[config.mk]
export PLATFORM = sky130hd
export DESIGN_NAME = cordic_controller
export DESIGN_NICKNAME = d
export VERILOG_FILES = /design/src/rtl/cordic_pkg.sv /design/src/rtl/cordic_shift_seq.sv /design/src/rtl/cordic_controller.sv
export SDC_FILE = /design/constraint.sdc
export NUM_CORES = 1
export LEC_CHECK = 0
export ABC_AREA = 1
export BUFFER_PORTS_ARGS = -buffer_cell sky130_fd_sc_hd__clkbuf_2
export CORE_AREA = 5 5 205 207
export DETAILED_ROUTE_END_ITERATION = 10
export DIE_AREA = 0 0 210 212
export PLACE_DENSITY = 0.38
export SLEW_MARGIN = 10
export SYNTH_ARGS = -nofsm -noshare
export SYNTH_HDL_FRONTEND = slang
export SYNTH_SLANG_ARGS = --single-unit
[constraint.sdc]
create_clock -name clk -period 2.12 [get_ports clk]
set_clock_uncertainty 0.1 [all_clocks]
set_input_delay 0.424 -clock clk [delete_from_list [all_inputs] [get_ports clk]]
set_output_delay 0.424 -clock clk [all_outputs]
set_load 0.02 [all_outputs]
[src/rtl/cordic_pkg.sv]
// Shared CORDIC accelerator definitions: control/status bit positions and controller states.
package cordic_pkg;

    localparam int p_CNTRL_START       = 0;
    localparam int p_CNTRL_ROT_MODE    = 1;
    localparam int p_CNTRL_ROT_SYS     = 2;
    localparam int p_CNTRL_ERR_INT_EN  = 3;
    localparam int p_CNTRL_RSLT_INT_EN = 4;
    localparam int p_CNTRL_OV_ST_EN    = 5;
    localparam int p_CNTRL_Z_OV_ST_EN  = 6;
    localparam int p_CNTRL_ITER_H      = 11;
    localparam int p_CNTRL_ITER_L      = 7;

    localparam int p_FLAG_READY        = 12;
    localparam int p_FLAG_INP_ERR      = 13;
    localparam int p_FLAG_OV_ERR       = 14;
    localparam int p_FLAG_X_OV         = 15;
    localparam int p_FLAG_Y_OV         = 16;
    localparam int p_FLAG_Z_OV         = 17;
    localparam int p_FLAG_OV_ITER_H    = 22;
    localparam int p_FLAG_OV_ITER_L    = 18;
    localparam int p_FLAG_ELAPSED_H    = 27;
    localparam int p_FLAG_ELAPSED_L    = 23;

    typedef enum logic [1:0] {
        ST_IDLE = 2'd0,
        ST_RUN  = 2'd1,
        ST_DONE = 2'd2
    } cordic_state_e;

endpackage

[src/rtl/cordic_shift_seq.sv]
// Shift index for each CORDIC step; defining CORDIC_HYP_REPEAT_EN repeats hyperbolic shifts 4 and 13.
module cordic_shift_seq (
    input  logic [4:0] step,
    input  logic       rot_sys,
    output logic [4:0] shift
);

    always_comb begin
        // NOTE: default assignment first so every path drives shift and no latch is inferred.
        shift = step;
        if (!rot_sys) begin
`ifdef CORDIC_HYP_REPEAT_EN
            // Steps 4 and 14 are the repeats, so the index lags the step by one after 13.
            if (step < 5'd4) begin
                shift = step + 5'd1;
            end else if (step > 5'd13) begin
                shift = step - 5'd1;
            end
`else
            shift = step + 5'd1;
`endif
        end
    end

endmodule

[src/rtl/cordic_controller.sv]
// CORDIC sequencing controller: latches bus operands, steps the core once per clock, reports status.
// Build option: CORDIC_HYP_REPEAT_EN (hyperbolic shift repeats, handled in cordic_shift_seq).
module cordic_controller
    import cordic_pkg::*;
#(
    parameter int p_WIDTH = 32
) (
    input  logic               clk,
    input  logic               rst,
    input  logic [p_WIDTH-1:0] xInput,
    input  logic [p_WIDTH-1:0] yInput,
    input  logic [p_WIDTH-1:0] zInput,
    input  logic [p_WIDTH-1:0] controlRegisterInput,
    output logic [p_WIDTH-1:0] xOutput,
    output logic [p_WIDTH-1:0] yOutput,
    output logic [p_WIDTH-1:0] zOutput,
    output logic [p_WIDTH-1:0] controlRegisterOutput,
    output logic               interrupt,
    output logic [p_WIDTH-1:0] xIn,
    output logic [p_WIDTH-1:0] yIn,
    output logic [p_WIDTH-1:0] zIn,
    output logic [p_WIDTH-1:0] angle,
    output logic [4:0]         shift,
    output logic               rotSystem,
    output logic               rotMode,
    input  logic [p_WIDTH-1:0] xOut,
    input  logic [p_WIDTH-1:0] yOut,
    input  logic [p_WIDTH-1:0] zOut,
    input  logic               xOv,
    input  logic               yOv,
    input  logic               zOv,
    output logic [4:0]         index,
    output logic               system,
    input  logic [p_WIDTH-1:0] lutAngle
);

    cordic_state_e state;
    logic [p_WIDTH-1:0] x_reg;
    logic [p_WIDTH-1:0] y_reg;
    logic [p_WIDTH-1:0] z_reg;
    logic [p_CNTRL_ITER_H:p_CNTRL_ROT_MODE] cfg;
    logic ready;
    logic inp_err;
    logic ov_err;
    logic x_ov;
    logic y_ov;
    logic z_ov;
    logic [4:0] ov_iter;
    logic [4:0] elapsed;
    logic [4:0] elapsed_nx;
    logic [4:0] iter;
    logic [4:0] start_iter;
    logic [4:0] seq_shift;
    logic       start;
    logic       run;
    logic       stop_ov;
    logic       first_ov;
    logic       unused_ctrl_bits;

    assign start      = controlRegisterInput[p_CNTRL_START];
    assign start_iter = controlRegisterInput[p_CNTRL_ITER_H:p_CNTRL_ITER_L];
    assign iter       = cfg[p_CNTRL_ITER_H:p_CNTRL_ITER_L];
    assign run        = (state == ST_RUN);
    assign elapsed_nx = elapsed + 5'd1;
    assign first_ov   = (xOv | yOv | zOv) & ~(x_ov | y_ov | z_ov);
    assign stop_ov    = ((xOv | yOv) & cfg[p_CNTRL_OV_ST_EN]) | (zOv & cfg[p_CNTRL_Z_OV_ST_EN]);
    assign unused_ctrl_bits = ^controlRegisterInput[p_WIDTH-1:p_CNTRL_ITER_H+1];

    cordic_shift_seq u_shift_seq (
        .step    (elapsed),
        .rot_sys (cfg[p_CNTRL_ROT_SYS]),
        .shift   (seq_shift)
    );

    // Core-facing step controls read zero outside RUN so the idle bus is quiet.
    assign shift     = run ? seq_shift : 5'd0;
    assign angle     = run ? lutAngle : '0;
    assign index     = shift;
    assign system    = cfg[p_CNTRL_ROT_SYS];
    assign rotSystem = cfg[p_CNTRL_ROT_SYS];
    assign rotMode   = cfg[p_CNTRL_ROT_MODE];
    assign xIn       = x_reg;
    assign yIn       = y_reg;
    assign zIn       = z_reg;
    assign xOutput   = x_reg;
    assign yOutput   = y_reg;
    assign zOutput   = z_reg;

    always_comb begin
        controlRegisterOutput = '0;
        controlRegisterOutput[p_CNTRL_ITER_H:p_CNTRL_ROT_MODE]   = cfg;
        controlRegisterOutput[p_FLAG_READY]                      = ready;
        controlRegisterOutput[p_FLAG_INP_ERR]                    = inp_err;
        controlRegisterOutput[p_FLAG_OV_ERR]                     = ov_err;
        controlRegisterOutput[p_FLAG_X_OV]                       = x_ov;
        controlRegisterOutput[p_FLAG_Y_OV]                       = y_ov;
        controlRegisterOutput[p_FLAG_Z_OV]                       = z_ov;
        controlRegisterOutput[p_FLAG_OV_ITER_H:p_FLAG_OV_ITER_L] = ov_iter;
        controlRegisterOutput[p_FLAG_ELAPSED_H:p_FLAG_ELAPSED_L] = elapsed;
    end

    // NOTE: non-blocking assignments keep every register sampling pre-edge values.
    always_ff @(posedge clk or negedge rst) begin
        if (!rst) begin
            state     <= ST_IDLE;
            x_reg     <= '0;
            y_reg     <= '0;
            z_reg     <= '0;
            cfg       <= '0;
            ready     <= 1'b0;
            inp_err   <= 1'b0;
            ov_err    <= 1'b0;
            x_ov      <= 1'b0;
            y_ov      <= 1'b0;
            z_ov      <= 1'b0;
            ov_iter   <= '0;
            elapsed   <= '0;
            interrupt <= 1'b0;
        end else begin
            case (state)
                ST_IDLE, ST_DONE: begin
                    if (start) begin
                        x_reg   <= xInput;
                        y_reg   <= yInput;
                        z_reg   <= zInput;
                        cfg     <= controlRegisterInput[p_CNTRL_ITER_H:p_CNTRL_ROT_MODE];
                        ov_err  <= 1'b0;
                        x_ov    <= 1'b0;
                        y_ov    <= 1'b0;
                        z_ov    <= 1'b0;
                        ov_iter <= '0;
                        elapsed <= '0;
                        if (start_iter == 5'd0) begin
                            state     <= ST_DONE;
                            ready     <= 1'b1;
                            inp_err   <= 1'b1;
                            interrupt <= controlRegisterInput[p_CNTRL_ERR_INT_EN];
                        end else begin
                            state     <= ST_RUN;
                            ready     <= 1'b0;
                            inp_err   <= 1'b0;
                            interrupt <= 1'b0;
                        end
                    end
                end
                ST_RUN: begin
                    x_reg   <= xOut;
                    y_reg   <= yOut;
                    z_reg   <= zOut;
                    elapsed <= elapsed_nx;
                    x_ov    <= x_ov | xOv;
                    y_ov    <= y_ov | yOv;
                    z_ov    <= z_ov | zOv;
                    // OV_ITER records the iteration number, i.e. ITER_ELAPSED once this step lands.
                    if (first_ov) begin
                        ov_iter <= elapsed_nx;
                    end
                    if (stop_ov) begin
                        state     <= ST_DONE;
                        ov_err    <= 1'b1;
                        ready     <= 1'b1;
                        interrupt <= cfg[p_CNTRL_ERR_INT_EN];
                    end else if (elapsed_nx == iter) begin
                        state     <= ST_DONE;
                        ready     <= 1'b1;
                        interrupt <= cfg[p_CNTRL_RSLT_INT_EN];
                    end
                end
                default: state <= ST_IDLE;
            endcase
        end
    end

endmodule

After elaboration in Yosys (flattened, before gate mapping):

Cells that the tools add are included.
Widths: inputs -> output; s select.

* register bits: 126
* bits of input ports: 261
* output and inout port bits: 270
* word-level logic and storage cells: 78

* add/subtract/negate cells: 1
* equal/unequal tests: 7
* muxes and demuxes: 34
* bitwise gates (word level): 12
* reductions and logical operators: 10

Operators with widths (number)
* $pmux 32 s2: 3
* $mux 32: 4
* $mux 5: 4
* $pmux 5 s2: 2
* $pmux 1 s2: 6
* $mux 1: 10
* $reduce_and 3->1: 3
* $mux 2: 4
* $or 1x1->1: 8
* $reduce_and 2->1: 3
* $add 5x1->5 const B: 1
* $eq 5x5->1: 1
* $logic_not 5->1: 1
* $ne 2x1->1 const B: 2
* $pmux 2 s2: 1
* $and 1x1->1: 3
* $ne 3x1->1 const B: 1
* $eq 2x1->1 const B: 1
* $eq 2x2->1 const B: 1
* $logic_not 2->1: 1
* $ne 2x2->1 const B: 1
* $reduce_bool 2->1: 1
* $reduce_or 2->1: 1
* $not 1->1: 1

Depth between registers and ports, before layout:

Gate-level depths: netlist of the first run.

* depth after elaboration: 6
* gate-level depth with buffers: 12
* gate-level depth less buffers: 12

By module:

A second synthesis of the first run with hierarchy kept.

* cell total of the unflattened synthesis: 830
* area, all modules: 6667.6 um2

By module, submodules not included
* cordic_controller: times used 1, cells an instance 805, area an instance 6550.0 um2, sequential area each 3153.0 um2
* cordic_shift_seq: times used 1, cells an instance 25, area an instance 117.6 um2, sequential area each 0.0 um2

Worst setup path after synthesis of the first run:

OpenSTA, ideal clock, no wires.

* path type: reg2out
* start: register elapsed[0]
* end: output shift[4]
* arrival time: 1627 ps
* slack: -31 ps
* stages on the path, launching flop included: 7
* buffers on the path: 1
* cell sequence: dfrtp_1 > ha_1 > nand3_1 > nand2_1 > nand2_1 > a21oi_1 > buf_4

* longest elaborated chain between the ends: 3

Ends and longest elaborated chain
* start: declaration: RTL line cordic_controller.sv:49 `logic [4:0] elapsed;`
* start signal: assignment: RTL line cordic_controller.sv:150 `elapsed <= elapsed_nx;`
* $add 5x1->5: RTL line cordic_shift_seq.sv:20 `shift = step + 5'd1;`
* $mux 5: RTL line cordic_shift_seq.sv:11 `if (!rot_sys) begin`
* $mux 5: RTL line cordic_controller.sv:76 `assign shift = run ? seq_shift : 5'd0;`
* end: declaration: RTL line cordic_controller.sv:23 `output logic [4:0] shift,`

Every way passes these cells.

Final worst setup path of the first run:

* start: register state[1]
* end: output index[1]

* longest elaborated chain between the ends: 2

Ends and longest elaborated chain
* start: declaration: RTL line cordic_controller.sv:37 `cordic_state_e state;`
* start signal: assignment: RTL line cordic_controller.sv:105 `state <= ST_IDLE;`
* start signal: assignment: RTL line cordic_controller.sv:134 `state <= ST_DONE;`
* start signal: assignment: RTL line cordic_controller.sv:139 `state <= ST_RUN;`
* $eq 2x1->1: RTL line cordic_controller.sv:63 `assign run = (state == ST_RUN);`
* $mux 5: RTL line cordic_controller.sv:76
* end: declaration: RTL line cordic_controller.sv:32 `output logic [4:0] index,`

Every way passes these cells.

==> results.ini, run 1 <==
[global_routing]
grt_usage_pct = 12.3
grt_pass1_wl_mm = 42.4
first_global_vias = 7069
overflow = 0
grt_antenna_before_repair = 1
grt_max_degree = 50

[finish]
final_common_cell = clkbuf_2
syn_to_final_growth_pct = 60.0
layout.nets = 1477
layout_common_cells = clkbuf_2 (462), nor2_1 (188), dfrtp_1 (123)
drive_gt1_share_pct = 51.5
final_cell_area_sq_um = 10400
fillCellCount = 4463

[yosys]
syn-cell-area_sq_um = 6500
synth_edf_count = 0
syn_avg_cell_area_sq_um = 8.10
ys_ff_latch = 126
synth_area_leaders = dfrtp_1 (49%), buf_4 (13%), nor2_1 (13%)
yosysSeqAreaShare_pct = 48.5
yosys_warnings = 0
syn_inst = 802
synthArstFlopShare_pct = 100
synth_top_area_cell = dfrtp_1
synth_ff_type = dfrtp_1
ys_types = 26
synth_top_cell_area_share_pct = 48.5

[routing]
wl_per_cell_um = 16.5
avgViaCountPerCell = 3.83
drc = 0
vias = 6733
drt_iter0_drc = 264
wirelength_mm = 29.0
ant_nets = 0
dr.pass1.iters = 4

[floorplan]
dieHeight_um = 212
die_area_sq_um = 44500
ioPinCount = 531
core_area_sq_um = 40200
start_util_pct = 16.2
dieWidth_um = 210
rows = 74

[setup_path]
cp.required_ns = 1.60
critPathKind = reg -> out
crit_fanout = 4
reg2reg_slack_ns = 0.17
critPathLaunchType = flip-flop
cp-end-kind = output port
r2r_cells = 10
worst_ep_arrival_time_ns = 1.65

[placement]
dp.final_hpwl_mm = 21.3
globalplace.congestion = 0.779
io_buffers = 505
place_ws_ns = 0.198
placed_cell_area_sq_um = 8950

[power_and_ir_drop]
switching_share_pct = 50.0
pwr-share-comb_pct = 57.9
p_leak_nw = 5.38
power.density_nw_per_um2 = 1820
p_clk_share_pct = 16.6
p_int_w = 0.00945
vdd_ir_drop_max_uv = 584
power_switching_w = 0.00945
seqPwrFrac_pct = 25.4

[clock_tree]
h-tree-depth = 4
clock_path_buffers = 2
insertion_delay_ns = 0.43
cts_tree = yes
clockRootBuffer = clkbuf_16
cts_buffers = 17
cts.sinks = 126
path_clk_slew_ns = 0.06

[hold_path]
hp-class = in -> reg
hold_depth = 3

[sta]
finalHoldViolCount = 0
layout_min_cycle_time_ns = 2.17
setup_ws_ns = -0.0510
period_share_pct = 102
whs_ns = 0.0943
rsz0062_at_grt = true
setup_viol = 25
drv_slew = 0
max_freq_mhz = 461

[run_status]
violations = negative setup slack
run_status = finished, violations left

[job]
maxCapViolations = 0

timing repair:
| action | 4_1_cts | 5_1_grt |
|---|---|---|
| resized for setup | 143 | 55 |
| endpoints found under the hold margin | 27 | 0 |
| pin swaps | 6 | 7 |
| cloned | 1 | 1 |
| endpoints found under the setup margin | 42 | 47 |
| setup buffers | 16 | 2 |
| hold buffers | 1 | 0 |
state kept, by name, indices dropped and copies added (netlist names):
| signal | cells |
|---|---|
| cfg | 11 |
| elapsed | 5 |
| xIn | 32 |
| ov_err | 1 |
| z_ov | 1 |
| zIn | 32 |
| ready | 1 |
| interrupt | 1 |
| inp_err | 1 |
| x_ov | 1 |
| ov_iter | 5 |
| yIn | 32 |
| y_ov | 1 |
| state | 2 |
final timing paths:
| kind | from | to |
|---|---|---|
| worst min register to register | ready$_DFFE_PN0P_ | ready$_DFFE_PN0P_ |
| worst max-delay path | state[1]$_DFFE_PN0P_ | index[1] |
| worst max register to register | state[1]$_DFFE_PN0P_ | ov_iter[1]$_DFFE_PN0P_ |
| min in group asynchronous | rst | elapsed[1]$_DFFE_PN0P_ |
| worst min-delay path | controlRegisterInput[6] | cfg[6]$_DFFE_PN0P_ |
| max in group asynchronous | rst | xIn[19]$_DFFE_PN0P_ |
power groups by stage:
stage | combinational, W | clock, W | sequential [W]
after floorplan | 0.00599 | 0 | 0.00586
after global placement | 0.00995 | 0 | 0.00480
after detailed placement | 0.00992 | 0 | 0.00480
after CTS | 0.0109 | 0.00329 | 0.00481
after global routing | 0.0118 | 0.00337 | 0.00498
final | 0.0110 | 0.00314 | 0.00480
per-stage QoR:
| step | total power (W) | instances | utilization [%] | TNS (ns) |
|---|---|---|---|---|
| 2_1_floorplan | 0.0118 | 806 | - | 0 |
| 3_3_place_gp | 0.0148 | 1708 | 22.3 | 0 |
| 3_5_place_dp | 0.0147 | 1708 | 22.3 | 0 |
| 4_1_cts | 0.0190 | 1757 | 25.5 | -2.07 |
| 5_1_grt | 0.0201 | 1760 | 25.9 | -3.55 |
| 6_report | 0.0189 | 1760 | 25.9 | -0.635 |
area by class of cell:
| cell class | instances | area (sq um) | share of cell area (%) |
|---|---|---|---|
| sequential | 126 | 3160 | 30.4 |
| clock inverter | 12 | 170 | 1.64 |
| antenna | 1 | 2.50 | 0.0241 |
| clock buffer | 19 | 433 | 4.16 |
| inverter | 58 | 234 | 2.25 |
| timing repair buffer | 543 | 3330 | 32.0 |
| multi-input combinational | 468 | 2390 | 23.0 |
| tap | 532 | 666 | 6.40 |
| timing repair inverter | 1 | 8.76 | 0.0843 |
routing by layer:
metal	vias up	routed length (um)	global-route usage [%]
li1	3293	-	-
met1	3162	12200	15.4
met2	259	14500	21.0
met5	-	0	0
met3	19	1800	3.41
met4	0	394	3.53
worst max-delay path: stages, from the launching register on:
cell and delay, ns:
dfrtp_2 0.44, nor2_8 0.15, buf_12 0.12, buf_8 0.10, o21ai_2 0.05, a21oi_2 0.18, clkbuf_8 0.18
cell families (layout without fill, tap and decap cells):
logic type / count (synthesis) / count (layout) / share of synthesized area (%)
AOI/OAI and AO/OA: 149 / 149 / 13.1
adders and majority gates: 1 / 1 / 0.193
buffers and inverters: 213 / 633 / 19.3
DFF: 126 / 126 / 48.5
other: 1 / 6 / 0.0577
and+or+nand+nor: 312 / 313 / 18.9
synthesized netlist by cell type (all sizes together), types with 3 or more instances:
cell type  instances
clkbuf            18
buf              137
a21oi             29
nand3              9
o22ai             77
nand2             77
o21ai             41
inv               58
nor2             219
dfrtp            126
nand4              3
No activity file was read; power rests on OpenSTA's default activity.
==> run 2, diff against run 1 <==
CORE_AREA = 5 5 204 206   (was 5 5 205 207)
DIE_AREA = 0 0 209 211   (was 0 0 210 212)
PLACE_DENSITY = 0.39   (was 0.38)
clock period = 2.5 ns   (was 2.12 ns; I/O delays follow)
==> run 2 against run 1 <==
Compared with the run above: the flow now finishes without violations; count of clock-buffer cells in the layout is 3 higher; hold slack improved by 0.076 ns; highest routed layer unchanged; sequential share of layout area increased by 2.6 points; utilization shrank 1.6 points; first-iteration DRC count is 2.3% lower; sequential power is 15% lower; critical path depth unchanged.
==> results.ini, run 2 (synthesized netlist as in run 1, its figures left out) <==
[power_and_ir_drop]
p_leak_nw = 5.16  ; -4.1%
seqPwrFrac_pct = 27.1  ; +1.7 points
power_switching_w = 0.00762  ; -19%
p_clk_share_pct = 18.3  ; +1.7 points
switching_share_pct = 50.8  ; +0.79 points
pwr-share-comb_pct = 54.6  ; -3.3 points
power.density_nw_per_um2 = 1570  ; -14%
vdd_ir_drop_max_uv = 534  ; -8.6%
p_int_w = 0.00738  ; -22%

[routing]
wirelength_mm = 28.2  ; -2.6%
vias = 6701  ; -0.48%
avgViaCountPerCell = 3.86  ; +0.96%
drc = 0  ; unchanged
ant_nets = 0  ; unchanged
drt_iter0_drc = 258  ; -2.3%
wl_per_cell_um = 16.3  ; -1.2%
dr.pass1.iters = 4  ; unchanged

[floorplan]
rows = 73  ; -1.4%
dieWidth_um = 209  ; -0.48%
start_util_pct = 16.5  ; +0.30 points
die_area_sq_um = 44100  ; -0.95%
dieHeight_um = 211  ; -0.47%
core_area_sq_um = 39500  ; -1.8%
ioPinCount = 531  ; unchanged

[global_routing]
busiest_layer = met2
overflow = 0  ; unchanged
grt_antenna_before_repair = 0  ; -1
grt_max_degree = 52  ; +4.0%
met3_usage_pct = 3.61  ; +0.20 points
grt_pass1_wl_mm = 41.5  ; -2.1%
met2_usage_pct = 20.5  ; -0.44 points
grt_util_met1_pct = 15.0  ; -0.46 points
first_global_vias = 6879  ; -2.7%
grt_usage_pct = 12.1  ; -0.21 points

[finish]
diodes = 0  ; -1
layout.nets = 1459  ; -1.2%
fillCellCount = 4456  ; -0.16%
final_cell_area_sq_um = 9560  ; -8.0%
drive_gt1_share_pct = 47.3  ; -4.2 points
final_common_cell = clkbuf_2
fin_util_pct = 24.2  ; -1.6 points
finalNonFillerCells = 1735  ; -1.4%
layout_common_cells = clkbuf_2 (503), nor2_1 (217), dfrtp_1 (124)
syn_to_final_growth_pct = 47.1

[sta]
period_share_pct = 94.8
slew_headroom_pct = 57.2
setup_viol = 0  ; -100%
drv_slew = 0  ; unchanged
layout_min_cycle_time_ns = 2.37
rsz0062_at_grt = true
max_freq_mhz = 422
worst_pin_slew_ns = 0.641
setup_ws_ns = 0.129  ; +0.181 ns
finalHoldViolCount = 0  ; unchanged
whs_ns = 0.171  ; +0.0765 ns

[placement]
dp.final_hpwl_mm = 21.4  ; +0.66%
io_buffers = 505  ; unchanged
placed_cell_area_sq_um = 8850  ; -1.1%
globalplace.congestion = 0.798  ; +2.5%
place_ws_ns = 0.422  ; +0.224 ns
placed_cells = 1695  ; -0.76%

[clock_tree]
clock_path_buffers = 2  ; unchanged
cts_buffers = 17  ; unchanged
clockRootBuffer = clkbuf_16
insertion_delay_ns = 0.43  ; about the same
cts_tree = yes
cts.sinks = 126  ; unchanged
h-tree-depth = 4  ; unchanged
path_clk_slew_ns = 0.06  ; about the same

[job]
maxCapViolations = 0  ; unchanged

[hold_path]
hp-class = in -> reg

[setup_path]
worst_ep_arrival_time_ns = 1.77  ; +0.12 ns
critPathKind = reg -> out
cp.required_ns = 1.90  ; +0.30 ns
critPathLaunchType = flip-flop
cp-end-kind = output port
crit_fanout = 51  ; +47

[run_status]
run_status = finished, final reports clean

[run 2: area by class of cell]
type	instances	area [sq um]	share of cell area, %
sequential	126	3160	33.0
timing repair buffer	527	2760	28.9
multi-input combinational	467	2130	22.3
tap	525	657	6.87
clock buffer	22	474	4.96
inverter	58	223	2.33
clock inverter	10	160	1.68
[run 2: layer usage]
metal  share of wire [%]  up-vias
li1                    -     3258
met1                  42     3146
met2                  50      276
met3                 6.2       21
met4                 1.6        0
met5                   0        -
[run 2: metrics by stage]
| step | total power (W) | setup TNS [ns] |
|---|---|---|
| floorplan | 0.0100 | 0 |
| global placement | 0.0123 | 0 |
| detailed placement | 0.0123 | 0 |
| CTS | 0.0152 | 0 |
| global route | 0.0160 | -0.0136 |
| finish | 0.0150 | 0 |
[run 2: worst paths after layout]
check | cells past startpoint | start | slack (ns) | endpoint
setup / recovery | 6 | state[0]$_DFFE_PN0P_ | 0.13 | angle[17]
min in group asynchronous | 2 | rst | 0.49 | cfg[9]$_DFFE_PN0P_
hold reg to reg | 2 | inp_err$_DFFE_PN0P_ | 0.39 | inp_err$_DFFE_PN0P_
max in group asynchronous | 3 | rst | 1.21 | zIn[2]$_DFFE_PN0P_
setup reg to reg | 7 | state[0]$_DFFE_PN0P_ | 0.59 | zIn[6]$_DFFE_PN0P_
hold / removal | 3 | controlRegisterInput[1] | 0.17 | cfg[1]$_DFFE_PN0P_
[run 2: power by group through the flow]
stage | sequential, W | clock, W | combinational, W
detailed placement | 0.00409 | 0 | 0.00824
floorplan | 0.00497 | 0 | 0.00507
finish | 0.00406 | 0.00274 | 0.00819
global placement | 0.00410 | 0 | 0.00825
global route | 0.00423 | 0.00293 | 0.00886
CTS | 0.00408 | 0.00285 | 0.00825
[run 2: what timing repair did]
action	4_1_cts	5_1_grt
setup buffers	0	7
setup endpoints to repair	2	7
pin swaps	0	2
hold endpoints to repair	41	0
hold buffers	1	0
gates resized for setup	1	5
[run 2: critical path, cell delays in order (launching register included)]
cell      delay, ns
dfrtp_1        0.40
inv_2          0.09
nor2_8         0.17
inv_4          0.09
buf_12         0.18
nor2_1         0.17
clkbuf_2       0.20
==> run 3, diff against run 2 <==
GPL_TIMING_DRIVEN = 0   (was unset)
==> run 3 against run 2 <==
Compared with the run above: setup slack lost 0.0083 ns; utilization grew 2.2 points; global-route usage grew 1.6 points; hold slack gained 0.0085 ns.
==> results.ini, run 3 (synthesized netlist as in run 1, its figures left out) <==
[run_status]
run_status = finished, final reports clean

[setup_path]
critPathLaunchType = flip-flop
crit_fanout = 10  ; -80%
cp.required_ns = 1.90  ; about the same
rr_startpoint = state[0]$_DFFE_PN0P_
worst_ep_arrival_time_ns = 1.78  ; about the same
cp-end-kind = output port
startpoint = state[0]$_DFFE_PN0P_
critPathKind = reg -> out

[placement]
io_buffers = 505  ; unchanged
placed_cell_area_sq_um = 9730  ; +10%
globalplace.congestion = 0.817  ; +2.3%
placed_cells = 1837  ; +8.4%
dp.final_hpwl_mm = 25.0  ; +17%

[sta]
worst_pin_slew_ns = 0.921  ; +0.280 ns
drv_slew = 0  ; unchanged
setup_viol = 0  ; unchanged
finalHoldViolCount = 0  ; unchanged
period_share_pct = 95.2  ; +0.33 points
slew_headroom_pct = 38.6  ; -19 points
rsz0062_at_grt = true
layout_min_cycle_time_ns = 2.38  ; +0.00828 ns
max_freq_mhz = 420  ; -0.35%

[finish]
final_common_cell = clkbuf_2
finalNonFillerCells = 1870  ; +7.8%
syn_to_final_growth_pct = 60.3
drive_gt1_share_pct = 51.4  ; +4.2 points
final_cell_area_sq_um = 10400  ; +9.0%
diodes = 0  ; unchanged
layout_common_cells = clkbuf_2 (498), nor2_1 (215), buf_4 (125)
layout.nets = 1597  ; +9.5%

[job]
maxCapViolations = 0  ; unchanged

[global_routing]
grt_pass1_wl_mm = 46.9  ; +13%
grt_usage_pct = 13.8  ; +1.6 points
overflow = 0  ; unchanged
grt_antenna_before_repair = 0  ; unchanged
first_global_vias = 7710  ; +12%
grt_max_degree = 66  ; +27%

[floorplan]
dieWidth_um = 209  ; unchanged
die_area_sq_um = 44100  ; unchanged
dieHeight_um = 211  ; unchanged
ioPinCount = 531  ; unchanged
rows = 73  ; unchanged
core_area_sq_um = 39500  ; unchanged
start_util_pct = 16.5  ; unchanged

[clock_tree]
cts_tree = yes
clockRootBuffer = clkbuf_16
cts.sinks = 126  ; unchanged
h-tree-depth = 4  ; unchanged
cts_buffers = 17  ; unchanged
clock_path_buffers = 2  ; unchanged
insertion_delay_ns = 0.42  ; about the same
path_clk_slew_ns = 0.06  ; about the same

[power_and_ir_drop]
p_leak_nw = 5.71  ; +11%
vdd_ir_drop_max_uv = 527  ; -1.4%
power.density_nw_per_um2 = 1550  ; -0.97%
finalPower_w = 0.0162  ; +7.9%

[routing]
wl_per_cell_um = 16.7  ; +2.5%
drc = 0  ; unchanged
dr.pass1.iters = 4  ; unchanged
vias = 7189  ; +7.3%
ant_nets = 0  ; unchanged
wirelength_mm = 31.2  ; +10%
avgViaCountPerCell = 3.84  ; -0.46%
drt_iter0_drc = 233  ; -9.7%

[hold_path]
hp-class = in -> reg
hp-start = controlRegisterInput[1]

-- run 3: what timing repair did --
| item | 4_1_cts | 5_1_grt |
|---|---|---|
| buffers inserted | 1 | 3 |
| setup endpoints to repair | 42 | 12 |
| gates resized for setup | 15 | 22 |
| pin swaps | 1 | 1 |
| hold buffers | 1 | 0 |
| hold endpoints to repair | 61 | 0 |
-- run 3: report_power, final --
part,switching (W),total [W],internal [W]
clock network,0.000933,0.00250,0.00157
logic,0.00598,0.00961,0.00363
registers,0.00100,0.00407,0.00307
-- run 3: stage by stage --
step / utilization [%] / hold WS, ns / setup WS [ns] / TNS (ns)
floorplan: - / 0.104 / 0.273 / 0
global placement: 24.6 / 0.369 / -1.63 / -208.26
detailed placement: 24.7 / 0.374 / -0.144 / -4.42
CTS: 26.2 / 0.138 / -0.000296 / -0.000296
global route: 26.4 / 0.151 / -0.0104 / -0.0168
finish: 26.4 / 0.179 / 0.121 / 0
-- run 3: worst paths after layout --
| kind | end | slack (ns) | cells past startpoint |
|---|---|---|---|
| setup / recovery | angle[15] | 0.12 | 7 |
| hold / removal | cfg[1]$_DFFE_PN0P_ | 0.18 | 3 |
| setup reg to reg | zIn[3]$_DFFE_PN0P_ | 0.32 | 6 |
| hold reg to reg | interrupt$_DFFE_PN0P_ | 0.38 | 2 |
| max in group asynchronous | yIn[27]$_DFFE_PN0P_ | 1.02 | 3 |
| min in group asynchronous | elapsed[3]$_DFFE_PN0P_ | 0.52 | 2 |
-- run 3: final cells by class --
| class | instances | area [sq um] |
|---|---|---|
| well taps | 525 | 657 |
| clock inverters | 8 | 118 |
| plain buffers | 154 | 1060 |
| multi-input cells | 467 | 2140 |
| flip-flops and latches | 126 | 3160 |
| repair buffers | 511 | 2610 |
| inverters | 58 | 218 |
| fillers | 4458 | 29000 |
| clock buffers | 21 | 450 |
-- run 3: critical path, stage by stage, from the launching register on --
cell and delay [ns]:
dfrtp_1 0.37, inv_2 0.08, nor2_8 0.15, inv_2 0.06, buf_4 0.19, clkbuf_4 0.20, nor2_1 0.12, buf_2 0.18
-- run 3: metal layers --
metal	up-vias	wire [um]	track usage, %
li1	3541	-	-
met1	3360	13100	16.8
met2	275	15800	23.9
met3	13	1990	4.43
met4	0	320	2.97
met5	-	0	0
